$ cat src/rtl/cpu_run_ctrl.sv
// Run controller for an rv32i core with separate instruction/data BRAMs:
// streams the program in, releases the core, and watches pc for halt or budget overrun.
module cpu_run_ctrl #(
   parameter int RAM_ADDR_WIDTH = 12,
   parameter int DATA_WIDTH     = 32,
   parameter int HALT_CYCLES    = 4,
   parameter int MAX_CYCLES     = 1000
) (
   input  logic                      clk,
   input  logic                      rst,
   input  logic                      start,
   input  logic                      load_valid,
   output logic                      load_ready,
   input  logic                      load_target,
   input  logic [DATA_WIDTH-1:0]     load_data,
   input  logic                      load_last,
   output logic                      cpu_rst,
   output logic                      pc_stall,
   input  logic [DATA_WIDTH-1:0]     pc_in,
   input  logic [RAM_ADDR_WIDTH-1:0] cpu_d_w_addr,
   input  logic [DATA_WIDTH-1:0]     cpu_d_w_dat,
   input  logic                      cpu_d_w_enb,
   input  logic [3:0]                cpu_d_w_byte_enb,
   output logic [RAM_ADDR_WIDTH-1:0] i_w_addr,
   output logic [DATA_WIDTH-1:0]     i_w_dat,
   output logic                      i_w_enb,
   output logic [3:0]                i_w_byte_enb,
   output logic [RAM_ADDR_WIDTH-1:0] d_w_addr,
   output logic [DATA_WIDTH-1:0]     d_w_dat,
   output logic                      d_w_enb,
   output logic [3:0]                d_w_byte_enb,
   output logic                      done,
   output logic                      timeout,
   output logic [15:0]               cycle_count
);

   typedef enum logic [2:0] {IDLE, LOAD, RELEASE, RUN, DONE} state_t;

   localparam int SW = $clog2(HALT_CYCLES) + 1;
   localparam logic [SW-1:0] HALT_LAST = SW'(HALT_CYCLES - 1);
   localparam logic [15:0]   CYCLE_LIMIT = 16'(MAX_CYCLES);

   state_t state_reg, state_next;

   logic                      cpu_rst_reg, pc_stall_reg, load_ready_reg;
   logic                      done_reg, timeout_reg;
   logic [15:0]               cycle_count_reg;
   logic [DATA_WIDTH-1:0]     prev_pc_reg;
   logic [SW-1:0]             same_cnt_reg;
   logic [RAM_ADDR_WIDTH-1:0] i_cnt_reg, d_cnt_reg;
   logic [RAM_ADDR_WIDTH-1:0] i_addr_reg, d_addr_reg;
   logic [DATA_WIDTH-1:0]     i_dat_reg, d_dat_reg;
   logic                      i_enb_reg, d_enb_reg;
   logic [3:0]                i_be_reg, d_be_reg;

   logic          beat, start_load, halt_hit, budget_hit, in_run;
   logic [15:0]   cycle_next;
   logic [SW-1:0] same_next;

   assign beat       = load_valid & load_ready_reg;
   assign start_load = start & ((state_reg == IDLE) | (state_reg == DONE));
   assign in_run     = (state_reg == RUN);
   assign cycle_next = cycle_count_reg + 16'd1;
   assign same_next  = (pc_in == prev_pc_reg) ? same_cnt_reg + 1'b1 : '0;
   assign halt_hit   = (same_next == HALT_LAST);
   assign budget_hit = (cycle_next == CYCLE_LIMIT);

   always_comb begin
      state_next = state_reg;
      case (state_reg)
         IDLE:    if (start) state_next = LOAD;
         LOAD:    if (beat && load_last) state_next = RELEASE;
         RELEASE: state_next = RUN;
         RUN:     if (halt_hit || budget_hit) state_next = DONE;
         DONE:    if (start) state_next = LOAD;
         default: state_next = IDLE;
      endcase
   end

   always_ff @(posedge clk or negedge rst) begin
      if (!rst) begin
         state_reg       <= IDLE;
         cpu_rst_reg     <= 1'b1;
         pc_stall_reg    <= 1'b1;
         load_ready_reg  <= 1'b0;
         done_reg        <= 1'b0;
         timeout_reg     <= 1'b0;
         cycle_count_reg <= '0;
         prev_pc_reg     <= '0;
         same_cnt_reg    <= '0;
         i_cnt_reg       <= '0;
         d_cnt_reg       <= '0;
         i_addr_reg      <= '0;
         d_addr_reg      <= '0;
         i_dat_reg       <= '0;
         d_dat_reg       <= '0;
         i_enb_reg       <= 1'b0;
         d_enb_reg       <= 1'b0;
         i_be_reg        <= '0;
         d_be_reg        <= '0;
      end else begin
         state_reg      <= state_next;
         cpu_rst_reg    <= (state_next == IDLE) || (state_next == LOAD);
         pc_stall_reg   <= (state_next != RUN);
         load_ready_reg <= (state_reg == LOAD) && (state_next == LOAD);
         prev_pc_reg    <= pc_in;
         i_enb_reg      <= 1'b0;
         i_be_reg       <= '0;
         d_enb_reg      <= 1'b0;
         d_be_reg       <= '0;

         if (start_load) begin
            i_cnt_reg       <= '0;
            d_cnt_reg       <= '0;
            done_reg        <= 1'b0;
            timeout_reg     <= 1'b0;
            cycle_count_reg <= '0;
         end

         // One write per accepted beat; counters wrap naturally at the RAM size.
         if ((state_reg == LOAD) && beat) begin
            if (load_target) begin
               d_addr_reg <= d_cnt_reg;
               d_dat_reg  <= load_data;
               d_enb_reg  <= 1'b1;
               d_be_reg   <= 4'hF;
               d_cnt_reg  <= d_cnt_reg + 1'b1;
            end else begin
               i_addr_reg <= i_cnt_reg;
               i_dat_reg  <= load_data;
               i_enb_reg  <= 1'b1;
               i_be_reg   <= 4'hF;
               i_cnt_reg  <= i_cnt_reg + 1'b1;
            end
         end

         if (in_run) begin
            cycle_count_reg <= cycle_next;
            same_cnt_reg    <= same_next;
            if (halt_hit || budget_hit) done_reg <= 1'b1;
            if (budget_hit) timeout_reg <= 1'b1;
         end else begin
            same_cnt_reg <= '0;
         end
      end
   end

   assign cpu_rst      = cpu_rst_reg;
   assign pc_stall     = pc_stall_reg;
   assign load_ready   = load_ready_reg;
   assign done         = done_reg;
   assign timeout      = timeout_reg;
   assign cycle_count  = cycle_count_reg;

   assign i_w_addr     = i_addr_reg;
   assign i_w_dat      = i_dat_reg;
   assign i_w_enb      = i_enb_reg;
   assign i_w_byte_enb = i_be_reg;

   // The core owns the data port only while running; elsewhere its writes are dropped.
   assign d_w_addr     = in_run ? cpu_d_w_addr     : d_addr_reg;
   assign d_w_dat      = in_run ? cpu_d_w_dat      : d_dat_reg;
   assign d_w_enb      = in_run ? cpu_d_w_enb      : d_enb_reg;
   assign d_w_byte_enb = in_run ? cpu_d_w_byte_enb : d_be_reg;

endmodule

$ cat config.mk
export PLATFORM = sky130hd
export DESIGN_NAME = cpu_run_ctrl
export DESIGN_NICKNAME = d
export VERILOG_FILES = /design/src/rtl/cpu_run_ctrl.sv
export SDC_FILE = /design/constraint.sdc
export NUM_CORES = 1
export LEC_CHECK = 0
export ABC_AREA = 0
export BUFFER_PORTS_ARGS = -buffer_cell sky130_fd_sc_hd__buf_2
export CORE_MARGIN = 4
export CORE_UTILIZATION = 40
export DETAILED_ROUTE_END_ITERATION = 12
export PLACE_DENSITY = 0.73
export SYNTH_ARGS = -nofsm -noshare
export SYNTH_HDL_FRONTEND = slang
export SYNTH_SLANG_ARGS = --single-unit
$ cat constraint.sdc
create_clock -name clk -period 4.8 [get_ports clk]
set_input_delay 0.24 -clock clk [delete_from_list [all_inputs] [get_ports clk]]
set_output_delay 0.24 -clock clk [all_outputs]
set_load 0.03 [all_outputs]
## Word-level counts from Yosys, hierarchy flattened

Index checks and enable logic that the tools add are counted.

- Add/sub/neg operators: 4
- Equality and inequality tests: 9
- Muxes and demuxes: 32
- Bitwise gates (word level): 4
- Reduce and logical (&&, ||, !) cells: 11

Operator list:

| cell | count |
|---|---|
| $mux W12 | 7 |
| $eq A32 B32 Y1 | 1 |
| $mux W16 | 2 |
| $mux W32 | 1 |
| $add A12 B1 Y12 const B | 2 |
| $mux W4 | 5 |
| $add A16 B1 Y16 const B | 1 |
| $eq A16 B10 Y1 const B | 1 |
| $mux W3 | 5 |
| $pmux W3 S4 | 1 |
| $mux W1 | 11 |
| $eq A3 B2 Y1 const B | 3 |
| $eq A3 B1 Y1 const B | 2 |
| $logic_not A3 Y1 | 2 |
| $reduce_and A2 Y1 | 2 |
| $add A3 B1 Y3 const B | 1 |
| $eq A3 B3 Y1 const B | 1 |
| $logic_and A1 B1 Y1 | 3 |
| $ne A3 B2 Y1 const B | 1 |
| $and A1 B1 Y1 | 2 |
| $logic_or A1 B1 Y1 | 2 |
| $reduce_bool A2 Y1 | 1 |
| $reduce_or A2 Y1 | 1 |
| $not A1 Y1 | 1 |
| $or A1 B1 Y1 | 1 |

- Register bits after elaboration: 181
- Output and inout port bits: 119
- Logic and storage cells: 79

## Logic depth before layout (Yosys ltp)

Gate-level depths: netlist of the first run.

- Word-level depth: 8
- Gate-level depth with buffers: 8

## Worst setup path before layout of the first run

OpenSTA, ideal clock, no wires.

- Kind: reg-to-reg
- From: register cycle_count_reg[8] (netlist: cycle_count[8])
- To: register state_reg[0]
- Data arrival time: 2.059 ns
- Path slack: 2.613 ns
- Stages on the path, launching flop included: 8
- Buffers on the path: 1
- Period minus slack after synthesis: 2.187 ns
- Cells stage by stage: dfrtp_1 buf_2 nand4_1 nor4_1 xnor2_1 or3b_2 o21ai_0 nand2_1

- Word-level cells in the longest chain between the ends: 5

Ends and longest elaborated chain:

| item | RTL line | RTL |
|---|---|---|
| start: declaration | 47 | `logic [15:0] cycle_count_reg;` |
| start signal: assignment | 138 | `cycle_count_reg <= cycle_next;` |
| $add A16 B1 Y16 | 63 | `assign cycle_next = cycle_count_reg + 16'd1;` |
| $eq A16 B10 Y1 | 66 | `assign budget_hit = (cycle_next == CYCLE_LIMIT);` |
| $logic_or A1 B1 Y1 | 74 | `RUN: if (halt_hit \|\| budget_hit) state_next = DONE;` |
| $mux W3 | 74 |  |
| $pmux W3 S4 | 70 | `case (state_reg)` |
| named net state_next[0] | 43 | `state_t state_reg, state_next;` |
| end signal: assignment | 102 | `state_reg <= state_next;` |
| end: declaration | 43 |  |

The timed path passes the listed nets, and every way through them passes these cells.
A chain may end at the register's enable or synchronous reset.

## Worst setup path after layout of the first run

- From: register state_reg[2]
- To: register d_cnt_reg[10]

- Word-level cells in the longest chain between the ends: 6

Ends and longest elaborated chain:

| item | RTL line | RTL |
|---|---|---|
| $eq A3 B3 Y1 / $logic_not A3 Y1 (equally long branches) | 61 | `assign start_load = start & ((state_reg == IDLE) \| (state_reg == DONE));` |
| $or A1 B1 Y1 | 61 |  |
| $and A1 B1 Y1 | 61 |  |
| $mux W12 | 112 | `if (start_load) begin` |
| $mux W12 | 122 | `if (load_target) begin` |
| $mux W12 * | 121 | `if ((state_reg == LOAD) && beat) begin` |
| end signal: assignment | 127 | `d_cnt_reg <= d_cnt_reg + 1'b1;` |
| end: declaration | 50 | `logic [RAM_ADDR_WIDTH-1:0] i_cnt_reg, d_cnt_reg;` |

Mark *: on every way between the ends. The rest lies on a longest branch, timed or not.

==> reports/metrics.yaml, run 1 <==
number_of_global_route_vias_before_repair: 6634
yosys.area.top_type_share_pct: 55.7
number_of_antenna_violations_at_the_first_check_in_global_routing: 0
synth.top_cells.by_area: "dfrtp_1, nand2_1, mux2_2, xor2_1, o21ai_0"
cts_root_buffer: "clkbuf_16"
syn_nets: 926
tritoncts_clock_tree: "built"
timing.final.crit_share_pct: 62.7
core_mm2: 0.0188
setup_ws_ns: 1.79
setup-tns-final_ns: 0
final_cell_mix: "nand2_1, buf_2, dfrtp_1"
worstHoldPathType: "primary input to flip-flop"
sequential_element_share_of_the_synthesized_area_pct: 56.4
fp.dieW_um: 147
timing.clock.skew_ns: 0.0113
cp_capture_type: "flip-flop"
post-route-min-period_ns: 3.01
overflow: 0
peak_supply_drop_v: 0.000197
synthCells: 803
worst_path_maximum_fanout: 52
std_cell_rows: 50
clkLatencyLatePin_ns: 0.43
fin_total_pwr_w: 0.00313
cts.repair_timing.setup_buffer_count: 0
ys_seq_elements: 173
final_antenna_net_count: 0
reg_clk_slew_reported_paths_ns: 0.07
yosysUniqueCellTypes: 49
final_layout_size_suffix_gt1_share_pct: 30.9
die_y_um: 147
die-area_mm2: 0.0215
path_buf_inv: 2
max_clock_freq_mhz: 332
portBuffers: 237
post_cts_resize_count: 0
gr-usage-all-layers_pct: 19.1
dominant_combinational_cell_family_by_area_after_synthesis: "simple AND/OR/NAND/NOR gates"
mappedNetlistArea_mm2: 0.00768
synth_xor_area_share_pct: 5.13
synth-adder-area-share_pct: 0.652
startpoint_type: "flip-flop"
yosysTopAreaCell: "dfrtp_1"
status: "finished clean"
antennaDiodeCount: 0
cts_made_buffers: 17
viasPerCell: 4.99
initial_utilization_pct: 40.9
slew_violations: 0
crit_required_ns: 5.10
synth_warnings: 0
maximum_number_of_pins_on_one_net_before_global_route_repair: 93
syn_area_per_cell_um2: 9.56
tightestPinTransition_ns: 0.956
routedWlPerCell_um: 15.5
dp_slack_ns: 1.78
route.vias.total: 6521
critical_path_arrival_ns: 3.31
htree_levels: 4
clock_path_buffers: 2
crit_path_top_delay_cell: "inv_2"
hold_ws_ns: 0.0197
place_hpwl_mm: 13.7
number_of_remaining_drc_errors: 0
slowest_delay_ns: 0.68
finish.net_count: 1184
timing_worst_setup_path_type: "flip-flop to flip-flop"
drt_iter0_drc: 260
final_common_cell: "nand2_1"
synth-edff-count: 0
total_leakage_power_nw: 5.40
first_pass_grt_wire_length_mm: 33.4
final-setup-viol-count: 0
io_pins: 238
clock_sink_count: 173
cpLargestDelayFamily: "simple AND/OR/NAND/NOR gates"
max-slew-margin-rel_pct: 36.0
detail_route.first_pass.iterations: 4
max_cap_viol_count: 0
setup_repair_after_global_routing_missed_its_margin: "false"
synth-compound-area-share_pct: 4.63
postSynth.asyncResetShare_pct: 100
area_growth_pct: 30.4
synth.mux.area_fraction_pct: 7.37
wl_mm: 20.3
final_report_hold_violation_count: 0
worstPathCellList: "or3b_1 > or3_2 > buf_4 > inv_2 > nand3_1 > o211ai_1 > o31ai_1"
power-per-cell-area_mw_per_mm2: 313
place_congestion: 0.803
synth_simple_gate_area_share_pct: 23.2
synth_top_flop_cell: "dfrtp_1"
## synth_stat cells (2+ instances only)
library cell and n:
a31oi_1 5, nor4_1 12, o31ai_1 6, nand3_1 17, and2_1 3, buf_2 10
o21ai_0 31, xnor2_1 5, nor2_1 26, and3_1 7, xor2_1 40, clkbuf_1 25
or3_1 3, dfstp_2 2, ha_1 4, mux2i_1 7, inv_1 6, buf_4 4
nor3_1 6, nor2b_1 2, nand4_1 12, dfrtp_1 171, o211ai_1 3, nand2_1 326
mux2_2 44, a21oi_1 3
## timing repair
item | in CTS | in global routing
endpoints found under the setup margin | 0 | 0
hold endpoints to repair | 122 | 0
hold buffers | 35 | 0
## final cells by class
| cell class | instances | area, um2 |
|---|---|---|
| multi-input cells | 584 | 3160 |
| well taps | 234 | 293 |
| fillers | 1672 | 8750 |
| flip-flops and latches | 173 | 4330 |
| clock inverters | 15 | 188 |
| inverters | 6 | 22.5 |
| repair buffers | 279 | 1600 |
| clock buffers | 17 | 425 |
## stage by stage
stage,cells,util (%),area [um2]
finish,1308,53.4,10000
global route,1308,53.4,10000
CTS,1308,53.4,10000
detailed placement,1241,48.2,9050
global placement,1241,48.2,9050
floorplan,803,-,7680
## kinds of logic after synthesis
group / after synthesis
AND/OR/NAND/NOR: 426
flip-flops: 173
AO/OA/AOI/OAI: 58
multiplexers: 51
buffers and inverters: 46
XOR/XNOR: 45
adder cells (fa/ha/maj): 4
## where the power goes
group / total (W) / leakage (nW) / switching, W / internal (W)
clock network: 0.00144 / 0.296 / 0.000608 / 0.000829
logic: 0.000219 / 2.81 / 0.000131 / 0.0000880
registers: 0.00148 / 2.30 / 0.00000664 / 0.00147
## worst paths after layout
check	start	end	slack, ns	cells past startpoint
hold / removal	load_data[5]	d_dat_reg[5]$_DFFE_PN0P_	0.02	3
hold reg to reg	same_cnt_reg[0]$_DFF_PN0_	same_cnt_reg[0]$_DFF_PN0_	0.46	1
min in group asynchronous	rst	prev_pc_reg[12]$_DFF_PN0_	0.44	2
setup / recovery	state_reg[2]$_DFF_PN0_	d_cnt_reg[10]$_DFF_PN0_	1.79	7
max in group asynchronous	rst	d_dat_reg[9]$_DFFE_PN0P_	3.17	3
setup reg to reg	state_reg[2]$_DFF_PN0_	d_cnt_reg[10]$_DFF_PN0_	1.79	7
## worst min-delay path, delay by kind of cell
kind | cells | cell delay [ns]
buffers and inverters | 1 | 0.09
AND/OR/NAND/NOR | 2 | 0.09
## per-layer routing
layer / GRT usage, % / routed length, um
met5: 0 / 0
met4: 6.30 / 322
met3: 5.37 / 1430
met1: 24.4 / 8730
met2: 31.3 / 9790
(Power assumes the default switching activity.)
==> inputs of run 2 (changes only) <==
--- a/config.mk
+++ b/config.mk
@@ -5,12 +5,12 @@
 export SDC_FILE = /design/constraint.sdc
 export NUM_CORES = 1
 export LEC_CHECK = 0
-export ABC_AREA = 0
+export ABC_AREA = 1
 export BUFFER_PORTS_ARGS = -buffer_cell sky130_fd_sc_hd__buf_2
 export CORE_MARGIN = 4
 export CORE_UTILIZATION = 40
 export DETAILED_ROUTE_END_ITERATION = 12
-export PLACE_DENSITY = 0.73
+export PLACE_DENSITY = 0.72
 export SYNTH_ARGS = -nofsm -noshare
 export SYNTH_HDL_FRONTEND = slang
 export SYNTH_SLANG_ARGS = --single-unit
==> constraint.sdc (replaced) <==
create_clock -name clk -period 3.1 [get_ports clk]
set_input_delay 0.155 -clock clk [delete_from_list [all_inputs] [get_ports clk]]
set_output_delay 0.155 -clock clk [all_outputs]
set_load 0.03 [all_outputs]
==> run 2 against run 1 <==
  * Cell count increased by 23%
  * Utilization up 1.4 points
  * Critical path depth grew 2
==> reports/metrics.yaml, run 2 <==
sequential_element_share_of_the_synthesized_area_pct: 53.5
layoutNonFillerInstCount: 1604
syn_area_per_cell_um2: 7.81
final_report_hold_violation_count: 0
mappedNetlistArea_mm2: 0.00810
io_pins: 238
cts_root_buffer: "clkbuf_16"
synth_top_flop_cell: "dfrtp_1"
worstPathCellList: "nor2_2 > nand2_1 > nor2_4 > inv_4 > nor2_4 > inv_2 > buf_4 > nand3_1 > o21ai_0"
drt_iter0_drc: 348
syn_nets: 1160
worst_r2r_endpoint: "d_cnt_reg[0]$_DFF_PN0_"
yosysUniqueCellTypes: 37
final_layout_size_suffix_gt1_share_pct: 22.6
max-slew-margin-rel_pct: 49.6
detail_route.first_pass.iterations: 5
cp_capture_type: "flip-flop"
path_buf_inv: 3
power.share.switching_pct: 45.3
synth-edff-count: 0
ys_seq_elements: 173
post_cts_resize_count: 0
dominant_combinational_cell_family_by_area_after_synthesis: "simple AND/OR/NAND/NOR gates"
slowest_delay_ns: 0.44
min_to: "d_dat_reg[21]$_DFFE_PN0P_"
num-fill-cells: 1851
critical_path.most_common_cell: "nor2_4"
dr_wl_met3_mm: 1.20
seq_power_share_pct: 34.2
startpoint_type: "flip-flop"
yosysTopAreaCell: "dfrtp_1"
worstReg2RegStart: "state_reg[2]$_DFF_PN0_"
slew_violations: 0
status: "finished clean"
yosys.area.top_type_share_pct: 52.9
hp-start: "load_data[21]"
worst_path_maximum_fanout: 51
reg_clk_slew_reported_paths_ns: 0.07
worstHoldPathType: "primary input to flip-flop"
total_leakage_power_nw: 5.85
power.net_switching_w: 0.00454
synth-compound-area-share_pct: 9.81
yosysMostFrequentCell: "nand2_1"
crit_required_ns: 3.39
final-setup-viol-count: 0
synthCells: 1037
post_synth_most_frequent_cells: "nand2_1, dfrtp_1, inv_1, o21ai_0, nor2_1"
number_of_remaining_drc_errors: 0
route.vias.total: 7454
tritoncts_clock_tree: "built"
timing.hold.worst_path_depth: 3
power-per-cell-area_mw_per_mm2: 931
die-area_mm2: 0.0226
synth_warnings: 0
highest_layer: "met5"
cpLargestDelayFamily: "simple AND/OR/NAND/NOR gates"
number_of_global_route_vias_before_repair: 7308
finish.net_count: 1449
setup-tns-final_ns: 0
wl_mm: 21.0
crit_path_top_delay_cell: "dfrtp_1"
place_hpwl_mm: 15.0
place_congestion: 0.877
clock_sink_count: 173
placed_cells_incl_taps: 1510
postSynth.asyncResetShare_pct: 100
critical_path_arrival_ns: 2.66
timing_worst_setup_path_type: "flip-flop to flip-flop"
synth.mux.area_fraction_pct: 0
peak_supply_drop_v: 0.000648
maximum_number_of_pins_on_one_net_before_global_route_repair: 82
synth.top_cells.by_area: "dfrtp_1, nand2_1, inv_1, o21ai_0, nor2_1"
portBuffers: 237
tightestPinTransition_ns: 0.756
gr-usage-all-layers_pct: 19.1
initial_utilization_pct: 41.2
overflow: 0
first_pass_grt_wire_length_mm: 34.7
final_cell_mix: "nand2_1, buf_2, dfrtp_1"
hold_ws_ns: 0.0148
final_antenna_net_count: 0
comb_power_share_pct: 43.7
core_mm2: 0.0197
power_frac_clock_pct: 22.1
timing.clock.skew_ns: 0.0163
max_clock_freq_mhz: 423
post-route-min-period_ns: 2.36
std_cell_rows: 51
routedLengthMet1_mm: 9.15
area_growth_pct: 32.9
routedWlPerCell_um: 13.1
cellInternalPower_w: 0.00547
die_y_um: 150
reg2regPathDepth: 9
max_cap_viol_count: 0
cts_made_buffers: 17
number_of_antenna_violations_at_the_first_check_in_global_routing: 3
viasPerCell: 4.65
synth-adder-area-share_pct: 0.618
setup_repair_after_global_routing_missed_its_margin: "false"
fp.dieW_um: 150
route.met2.wl_mm: 10.1
clock_path_buffers: 2
timing.final.crit_share_pct: 76.2
clkLatencyLatePin_ns: 0.43
antennaDiodeCount: 0
timing.reg2reg.setup_slack_ns: 0.74
synth_simple_gate_area_share_pct: 25.8
synth_xor_area_share_pct: 1.19
htree_levels: 4
final_common_cell: "nand2_1"
## run 2: changes by cell type after synthesis, sizes merged, moves of 5 or more
cell / delta
nand2: +62
nor3: +5
nand3: +6
nand4: -5
mux2: -44
mux2i: -7
and3: -7
o21ai: +82
o22ai: +9
inv: +140
xor2: -30
nor4: -11
nor2: +58
## run 2: area by class of cell
cell class	instances	area, um2	area share, %
Tap cell	265	332	3.08
Multi-Input combinational cell	679	3040	28.2
Clock buffer	17	425	3.95
Inverter	147	554	5.15
Clock inverter	15	184	1.71
Timing Repair Buffer	308	1890	17.6
Sequential cell	173	4330	40.3
## run 2: kinds of logic after synthesis
kind of cell | count (synthesis)
AOI/OAI and AO/OA | 147
xor gates and xnor gates | 11
adders and majority gates | 4
buffers and inverters | 185
DFF | 173
and+or+nand+nor | 517
## run 2: power groups by stage
stage	Clock [W]	Combinational [W]	Sequential (W)
2_1_floorplan	0	0.00227	0.00412
3_3_place_gp	0	0.00427	0.00344
3_5_place_dp	0	0.00436	0.00345
4_1_cts	0.00226	0.00442	0.00342
5_1_grt	0.00237	0.00481	0.00352
6_report	0.00221	0.00437	0.00343
## run 2: worst reg2reg max path, delay by kind of cell (launching register included)
family / cells / cell delay [ns]
simple gates: 5 / 0.95
flops: 1 / 0.44
compound gates: 1 / 0.08
buf+inv: 3 / 0.76
## run 2: routing by layer
| layer | global-route usage (%) | up-vias |
|---|---|---|
| li1 | - | 3777 |
| met1 | 24.4 | 3430 |
| met2 | 31.0 | 204 |
| met3 | 5.18 | 37 |
| met4 | 7.00 | 6 |
| met5 | 0 | - |
## run 2: through the flow
step / power, W / cell area (um2) / setup slack, ns / util, %
after floorplan: 0.00638 / 8100 / 1.17 / -
after global placement: 0.00771 / 9530 / 0.821 / 48.5
after detailed placement: 0.00781 / 9530 / 0.721 / 48.5
after CTS: 0.0101 / 10800 / 0.716 / 54.7
after global routing: 0.0107 / 10800 / 0.443 / 54.7
final: 0.0100 / 10800 / 0.738 / 54.7
## run 2: how the worst max path moves through the flow
stage                                    start                        end  slack [ns]  cells after the start
global placement        state_reg[2]$_DFF_PN0_     d_cnt_reg[0]$_DFF_PN0_        0.82                      9
finish                  state_reg[2]$_DFF_PN0_     d_cnt_reg[0]$_DFF_PN0_        0.74                      9
detailed placement      state_reg[2]$_DFF_PN0_  d_dat_reg[18]$_DFFE_PN0P_        0.72                      8
floorplan           cycle_count[0]$_DFFE_PN0P_          cpu_rst$_DFF_PN1_        1.17                     14
CTS                     state_reg[2]$_DFF_PN0_     d_cnt_reg[0]$_DFF_PN0_        0.72                      9
global route            state_reg[2]$_DFF_PN0_     d_cnt_reg[0]$_DFF_PN0_        0.44                      9
## run 2: what timing repair did
| item | CTS | global route |
|---|---|---|
| buffers inserted | 0 | 0 |
| endpoints found under the hold margin | 156 | 0 |
| hold buffers | 62 | 0 |
==> inputs of run 3 (changes only) <==
==> constraint.sdc (replaced) <==
create_clock -name clk -period 2.22 [get_ports clk]
set_input_delay 0.111 -clock clk [delete_from_list [all_inputs] [get_ports clk]]
set_output_delay 0.111 -clock clk [all_outputs]
set_load 0.03 [all_outputs]
==> run 3 against run 2 <==
  * Wire length grew 2.1%
  * Largest power group unchanged
  * First-iteration DRC count grew 11%
  * Worst hold slack gained 0.037 ns
==> reports/metrics.yaml, run 3 (synthesized netlist as in run 2, its figures left out) <==
peak_supply_drop_v: 0.000748
cts_made_buffers: 17
place_congestion: 0.867
critical_path.most_common_cell: "nand2_1"
die_y_um: 150
cp_capture_type: "output pin"
area_growth_pct: 34.1
worst_r2r_endpoint: "i_cnt_reg[8]$_DFF_PN0_"
timing.reg2reg.setup_slack_ns: 0.29
setup-tns-final_ns: 0
worstPathCellList: "nand2_1 > nor2_4 > buf_6 > nand2_1 > nand2_1 > buf_2"
critical_path_arrival_ns: 1.93
crit_required_ns: 2.11
slew_violations: 0
maximum_number_of_pins_on_one_net_before_global_route_repair: 100
overflow: 0
place_hpwl_mm: 15.3
timing.clock.skew_ns: 0.0102
worstReg2RegStart: "state_reg[2]$_DFF_PN0_"
timing_worst_setup_path_type: "flip-flop to output pin"
fp.dieW_um: 150
layout.area.seq_mm2: 0.00433
crit_path_top_delay_cell: "dfrtp_1"
max_clock_freq_mhz: 491
viasPerCell: 4.62
status: "finished clean"
io_pins: 238
final-setup-viol-count: 0
final_report_hold_violation_count: 0
wl_mm: 21.4
number_of_antenna_violations_at_the_first_check_in_global_routing: 3
fin_util_pct: 55.2
cp-startpoint: "state_reg[0]$_DFF_PN0_"
worstHoldPathType: "primary input to asynchronous set/reset pin"
tritoncts_clock_tree: "built"
startpoint_type: "flip-flop"
cpLargestDelayFamily: "simple AND/OR/NAND/NOR gates"
met1_usage_pct: 24.7
worst_path_maximum_fanout: 48
clkLatencyLatePin_ns: 0.43
final_common_cell: "nand2_1"
number_of_remaining_drc_errors: 0
clock_path_buffers: 2
final_antenna_net_count: 0
num-fill-cells: 1830
number_of_global_route_vias_before_repair: 7296
drt_iter0_drc: 385
first_pass_grt_wire_length_mm: 34.4
std_cell_rows: 51
path_buf_inv: 2
multi_input_area_mm2: 0.00304
power-per-cell-area_mw_per_mm2: 1290
routedWlPerCell_um: 13.3
globalRouteMet2Util_pct: 30.3
total_leakage_power_nw: 5.91
die-area_mm2: 0.0226
slowest_delay_ns: 0.42
timing.final.crit_share_pct: 91.8
post-route-min-period_ns: 2.04
placed_cells_incl_taps: 1514
tightestPinTransition_ns: 0.538
core_mm2: 0.0197
setup_repair_after_global_routing_missed_its_margin: "false"
layoutNonFillerInstCount: 1612
max_cap_viol_count: 0
grt-busiest-layer: "met2"
max-slew-margin-rel_pct: 64.1
cts_root_buffer: "clkbuf_16"
reg_clk_slew_reported_paths_ns: 0.07
route.vias.total: 7447
htree_levels: 4
path_depth: 6
portBuffers: 237
clock_sink_count: 173
antennaDiodeCount: 0
final_cell_mix: "nand2_1, buf_2, dfrtp_1"
final_layout_size_suffix_gt1_share_pct: 22.8
initial_utilization_pct: 41.2
endpoint: "d_w_dat[28]"
gr-usage-all-layers_pct: 18.9
detail_route.first_pass.iterations: 5
finish.net_count: 1457
grt.met3_usage_pct: 4.94
reg2regPathDepth: 11
==> run 3: cell count changes in the layout (fill, tap and decap cells not counted) <==
cell / previous run / this run
clkinv_8: 0 / 2
clkinv_2: 2 / 1
dlygate4sd3_1: 62 / 66
inv_8: 0 / 3
clkinv_4: 2 / 1
clkinvlp_4: 3 / 1
inv_6: 5 / 6
bufinv_16: 3 / 1
buf_6: 1 / 2
buf_12: 1 / 4
==> run 3: report_power, final <==
part	internal (W)	total (W)	switching, W
Combinational	0.00176	0.00616	0.00440
Sequential	0.00414	0.00478	0.000645
Clock	0.00161	0.00300	0.00140
==> run 3: worst min path at each step <==
stage,start,end,slack (ns),cells past startpoint
global placement,rst,prev_pc_reg[21]$_DFF_PN0_,-0.07,1
floorplan,rst,cycle_count[0]$_DFFE_PN0P_,-0.18,0
finish,rst,prev_pc_reg[21]$_DFF_PN0_,0.05,2
global route,rst,prev_pc_reg[21]$_DFF_PN0_,0.04,2
detailed placement,rst,prev_pc_reg[21]$_DFF_PN0_,-0.07,1
CTS,rst,prev_pc_reg[21]$_DFF_PN0_,0.04,2
==> run 3: what timing repair did <==
item / CTS / global route
hold buffers: 66 / 0
gates resized for setup: 0 / 1
hold endpoints to repair: 268 / 0
endpoints found under the setup margin: 0 / 7
buffers inserted: 0 / 0
==> run 3: layout make-up <==
class / instances / share of cell area, %
Clock buffer: 17 / 3.92
Clock inverter: 15 / 1.57
Inverter: 147 / 5.11
Multi-Input combinational cell: 679 / 28.0
Sequential cell: 173 / 39.9
Tap cell: 265 / 3.05
Timing Repair Buffer: 316 / 18.5
==> run 3: per-stage QoR <==
step	setup slack (ns)	hold slack, ns	area (um2)	total power (W)
global placement	0.385	-0.0739	9590	0.0108
global route	0.0375	0.0361	10900	0.0148
finish	0.183	0.0522	10900	0.0139
CTS	0.0812	0.0356	10900	0.0141
detailed placement	0.304	-0.0714	9590	0.0109
floorplan	0.294	-0.185	8100	0.00891
==> run 3: metal layers <==
metal,up-vias,wire (um),share of wire [%]
met5,-,39,0.18
met4,6,528,2.5
met3,43,1270,5.9
met2,188,10300,48
li1,3798,-,-
met1,3412,9280,43
